### src/rtl/snoop_receptor.sv
// snoop_receptor: bus-side MSI snoop controller for one cache.
// Holds the per-line state/tag table, reacts to bus misses and invalidates
// from other caches, requests write-backs of EXCLUSIVE lines and tells
// memory to abort its response when this cache supplies the data.
module snoop_receptor #(
    parameter int NUM_LINES = 4,
    parameter int TAG_W     = 4,
    parameter int IDX_W     = 2
) (
    input  logic             clock,
    input  logic             reset,
    input  logic             bus_valid,
    input  logic [2:0]       bus_msg,
    input  logic [IDX_W-1:0] bus_index,
    input  logic [TAG_W-1:0] bus_tag,
    output logic             bus_ready,
    input  logic             loc_we,
    input  logic [IDX_W-1:0] loc_index,
    input  logic [TAG_W-1:0] loc_tag,
    input  logic [1:0]       loc_state,
    input  logic [IDX_W-1:0] rd_index,
    output logic [1:0]       rd_state,
    output logic [TAG_W-1:0] rd_tag,
    output logic             wb_req,
    output logic [IDX_W-1:0] wb_index,
    output logic [TAG_W-1:0] wb_tag,
    input  logic             wb_ack,
    output logic             abort_mem,
    output logic             proto_err
);

    localparam logic [1:0] ST_INV = 2'b00;
    localparam logic [1:0] ST_SHR = 2'b01;
    localparam logic [1:0] ST_EXC = 2'b10;

    localparam logic [2:0] MSG_WM  = 3'b001;
    localparam logic [2:0] MSG_RM  = 3'b010;
    localparam logic [2:0] MSG_INV = 3'b011;

    typedef enum logic {
        IDLE    = 1'b0,
        WB_WAIT = 1'b1
    } fsm_t;

    fsm_t             state_r;
    fsm_t             state_next_s;

    logic [TAG_W-1:0] tag_r [NUM_LINES];
    logic [1:0]       st_r  [NUM_LINES];

    logic             wb_req_r;
    logic [IDX_W-1:0] wb_index_r;
    logic [TAG_W-1:0] wb_tag_r;
    logic             abort_r;
    logic             proto_r;

    logic             msg_ok_s;
    logic             accept_s;
    logic             hit_s;
    logic             upd_s;
    logic [1:0]       new_st_s;
    logic             wb_start_s;
    logic             abort_s;
    logic             proto_s;
    logic [1:0]       loc_st_s;

    // Only the three snoop encodings are meaningful; everything else is dropped.
    assign msg_ok_s  = (bus_msg == MSG_WM) || (bus_msg == MSG_RM) || (bus_msg == MSG_INV);
    assign bus_ready = (state_r == IDLE) && !reset;
    assign accept_s  = bus_valid && bus_ready && msg_ok_s;
    assign hit_s     = (tag_r[bus_index] == bus_tag) && (st_r[bus_index] != ST_INV);
    // The reserved state encoding is never stored; it collapses to INVALID.
    assign loc_st_s  = (loc_state == 2'b11) ? ST_INV : loc_state;

    assign rd_state  = st_r[rd_index];
    assign rd_tag    = tag_r[rd_index];
    assign wb_req    = wb_req_r;
    assign wb_index  = wb_index_r;
    assign wb_tag    = wb_tag_r;
    assign abort_mem = abort_r;
    assign proto_err = proto_r;

    // Snoop decision and FSM next state, all from the pre-edge table contents.
    always_comb begin
        upd_s        = 1'b0;
        new_st_s     = st_r[bus_index];
        wb_start_s   = 1'b0;
        abort_s      = 1'b0;
        proto_s      = 1'b0;
        state_next_s = state_r;
        case (state_r)
            IDLE: begin
                if (accept_s && hit_s) begin
                    case (st_r[bus_index])
                        ST_SHR: begin
                            if (bus_msg != MSG_RM) begin
                                upd_s    = 1'b1;
                                new_st_s = ST_INV;
                            end else begin
                                upd_s    = 1'b0;
                            end
                        end
                        ST_EXC: begin
                            case (bus_msg)
                                MSG_RM: begin
                                    upd_s      = 1'b1;
                                    new_st_s   = ST_SHR;
                                    wb_start_s = 1'b1;
                                    abort_s    = 1'b1;
                                end
                                MSG_WM: begin
                                    upd_s      = 1'b1;
                                    new_st_s   = ST_INV;
                                    wb_start_s = 1'b1;
                                    abort_s    = 1'b1;
                                end
                                MSG_INV: begin
                                    upd_s    = 1'b1;
                                    new_st_s = ST_INV;
                                    proto_s  = 1'b1;
                                end
                                default: begin
                                    upd_s = 1'b0;
                                end
                            endcase
                        end
                        default: begin
                            upd_s = 1'b0;
                        end
                    endcase
                end else begin
                    upd_s = 1'b0;
                end
                if (wb_start_s) begin
                    state_next_s = WB_WAIT;
                end else begin
                    state_next_s = IDLE;
                end
            end
            WB_WAIT: begin
                if (wb_ack) begin
                    state_next_s = IDLE;
                end else begin
                    state_next_s = WB_WAIT;
                end
            end
            default: begin
                state_next_s = IDLE;
            end
        endcase
    end

    // FSM state register.
    always_ff @(posedge clock) begin
        if (reset) begin
            state_r <= IDLE;
        end else begin
            state_r <= state_next_s;
        end
    end

    // Line table: snoop update first, a local write to the same line wins.
    always_ff @(posedge clock) begin
        if (reset) begin
            for (int i = 0; i < NUM_LINES; i++) begin
                st_r[i]  <= ST_INV;
                tag_r[i] <= {TAG_W{1'b0}};
            end
        end else begin
            if (upd_s) begin
                st_r[bus_index] <= new_st_s;
            end
            if (loc_we) begin
                st_r[loc_index]  <= loc_st_s;
                tag_r[loc_index] <= loc_tag;
            end
        end
    end

    // Registered write-back handshake and one-cycle abort/error pulses.
    always_ff @(posedge clock) begin
        if (reset) begin
            wb_req_r   <= 1'b0;
            wb_index_r <= {IDX_W{1'b0}};
            wb_tag_r   <= {TAG_W{1'b0}};
            abort_r    <= 1'b0;
            proto_r    <= 1'b0;
        end else begin
            abort_r <= abort_s;
            proto_r <= proto_s;
            if (wb_start_s) begin
                wb_req_r   <= 1'b1;
                wb_index_r <= bus_index;
                wb_tag_r   <= tag_r[bus_index];
            end else if ((state_r == WB_WAIT) && wb_ack) begin
                wb_req_r <= 1'b0;
            end
        end
    end

endmodule

### config.mk
export PLATFORM = sky130hd
export DESIGN_NAME = snoop_receptor
export DESIGN_NICKNAME = d
export VERILOG_FILES = /design/src/rtl/snoop_receptor.sv
export SDC_FILE = /design/constraint.sdc
export NUM_CORES = 1
export LEC_CHECK = 0
export CELL_PAD_IN_SITES_DETAIL_PLACEMENT = 0
export CELL_PAD_IN_SITES_GLOBAL_PLACEMENT = 1
export CORE_MARGIN = 2
export CORE_UTILIZATION = 30
export DETAILED_ROUTE_END_ITERATION = 16
export PLACE_DENSITY_LB_ADDON = 0.15
export SYNTH_ARGS = -nofsm -noshare
export SYNTH_HDL_FRONTEND = slang
export SYNTH_SLANG_ARGS = --single-unit
### constraint.sdc
create_clock -name clock -period 4.8 [get_ports clock]
set_clock_uncertainty 0.15 [all_clocks]
set_input_delay 1.2 -clock clock [delete_from_list [all_inputs] [get_ports clock]]
set_output_delay 1.2 -clock clock [all_outputs]
set_load 0.02 [all_outputs]
==> impl_metrics.json, run 1 <==
{
  "cts.path.max_buffers": 2,
  "regToRegSetupSlack_ns": 1.98,
  "clk_latency_ns": 0.29,
  "synth_compound_area_frac": 0.1083,
  "dp_slack_ns": 0.3567,
  "period_needed_ns": 4.428,
  "hold_viol_final": 0,
  "hpwl_mm": 3.853,
  "die_area_mm2": 0.007452,
  "synthXorXnorAreaFrac": 0.02092,
  "root_buffer": "clkbuf_8",
  "numCtsBuffers": 5,
  "ys_seq_elements": 34,
  "critPathRequiredTime_ns": 3.45,
  "synth_top_family_by_area": "simple AND/OR/NAND/NOR gates",
  "fmax_mhz": 225.8,
  "synth_area_leaders": "edfxtp_1 (35%), mux4_2 (10%), dfxtp_1 (9.8%)",
  "hp-class": "flop to flop",
  "portBuffers": 39,
  "antenna_found_initial": 0,
  "syn2layout_area_growth_pct": 31.75,
  "fp.dieH_um": 86.33,
  "clkSinkCount": 34,
  "layoutNonFillerInstCount": 295,
  "synth.most_common_cell": "edfxtp_1",
  "antenna_left": 0,
  "synth_fa_ha_area_frac": 0.01846,
  "row_count": 30,
  "gp_congestion": 0.7208,
  "grt_max_degree": 15,
  "power_density_mw_per_mm2": 298.4,
  "drive_above_1_share": 0.1860,
  "fin_tns_setup_ns": 0,
  "post_cts_resized": 0,
  "diodes": 0,
  "rsz0062_at_grt": "false",
  "fillers": 656,
  "power_uw": 799.4,
  "worstMarginPinSlew_ns": 0.5052,
  "vias": 1498,
  "synth-edff-count": 24,
  "p_leak_nw": 0.9497,
  "utilization": 0.4009,
  "slew_violations": 0,
  "cts.reportedPaths.clkPinSlew_ns": 0.07,
  "synth_warnings": 0,
  "synth-main-ff-cell": "edfxtp_1",
  "nets": 241,
  "maxCapViolCount": 0,
  "grt.overflow.total": 0,
  "path_class": "input port to output pin",
  "synth_mux_area_frac": 0.1483,
  "ios": 40,
  "die_w_um": 86.33,
  "peakVddDrop_uv": 116.5,
  "drtIter0Drc": 36,
  "synth.distinct_cells": 44,
  "max_slew_margin": 0.6606,
  "synth.net_count": 193,
  "setup_violations": 0,
  "synth_top_area_frac": 0.3545,
  "cts_tree": "built",
  "grt_pass1_wl_mm": 7.928,
  "dp_cells": 287,
  "crit_path_start_kind": "input port",
  "core_mm2": 0.006681,
  "post_drt_wl_per_cell_um": 16.21,
  "status": "finished clean",
  "syn_area_per_cell_um2": 12.25,
  "cts.hold.buffers_added": 0,
  "async_flop_share": 0,
  "yosys.area.top_type": "edfxtp_1",
  "grt_pass1_vias": 1561,
  "crit_path_end_kind": "output pin",
  "crit_arrival_ns": 3.08,
  "dr.pass1.iters": 4,
  "htreeDepth": 2,
  "syn_area_mm2": 0.002033,
  "post-cts-setup-buffers": 0,
  "synthSimpleGateAreaFrac": 0.2265,
  "cp_max_fo": 6,
  "synth_commonest_cells": "edfxtp_1 (24), and2_1 (16), nand2_1 (11)",
  "seq_area_frac_synth": 0.4529,
  "drc": 0,
  "wirelength_mm": 4.783,
  "fin_crit_sh": 0.9225,
  "viasPerCell": 5.078,
  "fin_ws_ns": 0.3720,
  "start_util": 0.3043,
  "grt_use_total": 0.1395,
  "synthCells": 166
}
-- where the power goes --
| group | internal, mW | total, mW | switching, mW | leakage (nW) |
|---|---|---|---|---|
| sequential | 0.329 | 0.338 | 0.00932 | 0.316 |
| combinational | 0.0716 | 0.139 | 0.0676 | 0.566 |
| clock | 0.208 | 0.322 | 0.114 | 0.0683 |
| total | 0.609 | 0.799 | 0.191 | 0.950 |
-- final timing paths --
kind | depth (start not counted) | startpoint | to
min | 1 | wb_req$_SDFFE_PP0P_ | wb_req$_SDFFE_PP0P_
max reg2reg | 8 | st_r[3][0]$_DFFE_PP_ | st_r[3][0]$_DFFE_PP_
min reg2reg | 1 | wb_req$_SDFFE_PP0P_ | wb_req$_SDFFE_PP0P_
max | 3 | rd_index[0] | rd_tag[2]
-- layout make-up --
| type | instances | area [um^2] | share of cell area |
|---|---|---|---|
| clock inverters | 3 | 68.82 | 0.02569 |
| well taps | 80 | 100.1 | 0.03737 |
| repair buffers | 47 | 450.4 | 0.1681 |
| inverters | 2 | 7.507 | 0.002802 |
| multi-input cells | 124 | 1062 | 0.3965 |
| flip-flops and latches | 34 | 920.9 | 0.3438 |
| clock buffers | 5 | 68.82 | 0.02569 |
-- cells in the final DEF (no fill, tap or decap), types with 4 or more instances in the layout --
cell and count:
dfxtp_1 10, buf_4 8, clkbuf_8 5, a21oi_1 10, nand2_1 11, or2_2 4, nor2b_1 4, mux4_2 9
and2_1 16, o21bai_1 5, edfxtp_1 24, nand4_1 7, o21ai_0 7, nand2b_1 6, clkdlybuf4s50_1 39
-- sequential cells by signal, summed over array words and instances, names as in the netlist --
signal,cells
proto_err,1
st_r,8
state_r,1
wb_req,1
tag_r,16
abort_mem,1
wb_tag,4
wb_index,2
-- critical path, cell delays in order --
cell and delay [ns]:
clkdlybuf4s50_1 0.75, mux4_2 0.57, clkdlybuf4s50_1 0.55
-- metal layers --
| metal | wire length, um | vias to the layer above | global-route usage |
|---|---|---|---|
| met2 | 2483 | 36 | 0.2455 |
| met1 | 2060 | 717 | 0.1657 |
| li1 | - | 739 | - |
| met5 | 0 | - | 0 |
| met3 | 182 | 6 | 0.03810 |
| met4 | 57 | 0 | 0.04261 |
-- stage by stage --
stage	area (um^2)	hold WS (ns)
floorplan	2033	0.3355
global route	2679	0.3380
CTS	2679	0.3222
detailed placement	2541	0.3055
finish	2679	0.3145
global placement	2541	0.2960
-- cell families (layout without fill, tap and decap cells) --
| group | Yosys count | in the layout |
|---|---|---|
| AND/OR/NAND/NOR | 70 | 70 |
| AO/OA/AOI/OAI | 33 | 33 |
| flip-flops | 34 | 34 |
| adder cells (fa/ha/maj) | 3 | 3 |
| XOR/XNOR | 4 | 4 |
| buffers and inverters | 8 | 57 |
| multiplexers | 14 | 14 |
No activity file was read; power rests on OpenSTA's default activity.
==> run 2: changes to the inputs <==
- CAP_MARGIN: not set -> 10
==> results of run 2 <==
No change in the layout: final DEF, timing and power equal those of run 1.
==> run 3: changes to the inputs <==
- ABC_CLOCK_PERIOD_IN_PS: not set -> 4800
- CORE_UTILIZATION: 30 -> 41
==> impl_metrics.json, run 3 (synthesized netlist as in run 1, its figures left out) <==
{
  "status": "finished clean",
  "vias": 1510,
  "clkSinkCount": 34,
  "worstRegToRegCells": 8,
  "grt_max_degree": 15,
  "dr.pass1.iters": 4,
  "slew_violations": 0,
  "setup_violations": 0,
  "use_met2": 0.2950,
  "crit_path_end_kind": "output pin",
  "peakVddDrop_uv": 141.6,
  "row_count": 25,
  "viasPerCell": 5.374,
  "regToRegSetupSlack_ns": 1.88,
  "crit_buf_inv": 2,
  "period_needed_ns": 4.398,
  "cp_slowest_stage_delay_ns": 0.73,
  "drtIter0Drc": 97,
  "largest_register_ffs": 16,
  "slowest_stage": "clkdlybuf4s50_1",
  "whs_path_depth": 2,
  "grt_pass1_wl_mm": 6.969,
  "wirelength_mm": 4.447,
  "numCtsBuffers": 5,
  "clockPowerShare": 0.402,
  "worstHoldStart": "wb_index[0]$_SDFFE_PP0P_",
  "path_class": "input port to output pin",
  "dp_slack_ns": 0.3752,
  "fin_crit_sh": 0.9163,
  "crit_top_cell": "clkdlybuf4s50_1",
  "cts_tree": "built",
  "antenna_left": 0,
  "crit_arrival_ns": 3.05,
  "p_int_uw": 608.0,
  "fin_tns_setup_ns": 0,
  "cts.path.max_buffers": 2,
  "portBuffers": 39,
  "fin_ws_ns": 0.4017,
  "switching_share": 0.2358,
  "fmax_mhz": 227.4,
  "maxCapViolCount": 0,
  "diodes": 0,
  "drive_above_1_share": 0.1822,
  "seq_power_share": 0.423,
  "critPathRequiredTime_ns": 3.45,
  "post_cts_resized": 0,
  "root_buffer": "clkbuf_8",
  "layout_commonest_cell": "clkdlybuf4s50_1",
  "p_comb_frac": 0.174,
  "fin_hold_ws_ns": 0.3262,
  "top_register": "tag_r",
  "hpwl_mm": 3.551,
  "p_leak_nw": 0.9444,
  "drc": 0,
  "worstMarginPinSlew_ns": 0.5206,
  "r2r-start": "st_r[0][0]$_DFFE_PP_",
  "grt_use_total": 0.1694,
  "max_slew_margin": 0.6514,
  "hold_viol_final": 0,
  "post_drt_wl_per_cell_um": 15.83,
  "gp_congestion": 0.7801,
  "syn2layout_area_growth_pct": 30.58,
  "start_util": 0.4276,
  "grtUsageMet3": 0.03659,
  "htreeDepth": 2,
  "hp-class": "flop to flop",
  "ios": 40,
  "nets": 240,
  "post-cts-setup-buffers": 0,
  "crit_path_start_kind": "input port",
  "power_switching_uw": 187.6,
  "cts.reportedPaths.clkPinSlew_ns": 0.08,
  "die_w_um": 74.42,
  "rsz0062_at_grt": "false",
  "clk_latency_ns": 0.29,
  "grt.busiest_layer": "met2",
  "die_area_mm2": 0.005538,
  "whs_endpoint": "wb_index[0]$_SDFFE_PP0P_",
  "final_cell_mix": "clkdlybuf4s50_1 (39), edfxtp_1 (24), and2_1 (16)",
  "cts.hold.buffers_added": 0,
  "path_cells": "clkdlybuf4s50_1, mux4_2, clkdlybuf4s50_1",
  "grt_use_met1": 0.2147,
  "antenna_found_initial": 0,
  "core_mm2": 0.004755,
  "grt.overflow.total": 0,
  "cp_max_fo": 6,
  "fp.dieH_um": 74.42,
  "rr_endpoint": "st_r[1][0]$_DFFE_PP_",
  "grt_pass1_vias": 1455,
  "cp_top_family": "buffers and inverters",
  "power_density_mw_per_mm2": 299.7
}
-- run 3: routing by layer --
layer / wire length [um] / vias to the layer above
li1: - / 738
met3: 237 / 4
met4: 36 / 0
met2: 2308 / 44
met5: 0 / -
met1: 1866 / 724
-- run 3: worst reg2reg max path, stage by stage, from the launching register on --
cell      delay [ns]
edfxtp_1        0.36
mux4_2          0.26
inv_1           0.06
ha_1            0.19
or4b_1          0.47
a311oi_1        0.27
and3_1          0.36
nand4_2         0.20
o21bai_1        0.28
-- run 3: layout make-up --
class / count / area (um^2)
tap: 67 / 83.83
multi-input combinational: 124 / 1062
clock buffer: 5 / 68.82
clock inverter: 3 / 68.82
fill: 438 / 2100
inverter: 2 / 7.507
timing repair buffer: 46 / 442.9
sequential: 34 / 920.9
-- run 3: worst max path at each step --
stage	start	to	slack (ns)	cells after the start
after detailed placement	rd_index[0]	rd_tag[1]	0.38	3
after floorplan	bus_index[0]	st_r[3][0]$_DFFE_PP_	1.04	10
after global routing	rd_index[0]	rd_tag[2]	0.32	3
after global placement	rd_index[0]	rd_tag[2]	0.38	3
after CTS	rd_index[0]	rd_tag[1]	0.37	3
final	rd_index[0]	rd_tag[1]	0.40	3
-- run 3: power groups by stage --
stage	Sequential (mW)	Combinational (mW)	Clock, mW
global placement	0.343	0.136	0
global route	0.338	0.149	0.333
CTS	0.337	0.139	0.322
floorplan	0.339	0.0877	0
detailed placement	0.344	0.139	0
finish	0.337	0.139	0.320
-- run 3: per-stage QoR --
step | instances | instance area (um^2) | util | total power [mW]
after floorplan | 166 | 2033 | - | 0.4270
after global placement | 273 | 2517 | 0.5295 | 0.4793
after detailed placement | 273 | 2517 | 0.5295 | 0.4825
after CTS | 281 | 2655 | 0.5584 | 0.7987
after global routing | 281 | 2655 | 0.5584 | 0.8207
final | 281 | 2655 | 0.5584 | 0.7956
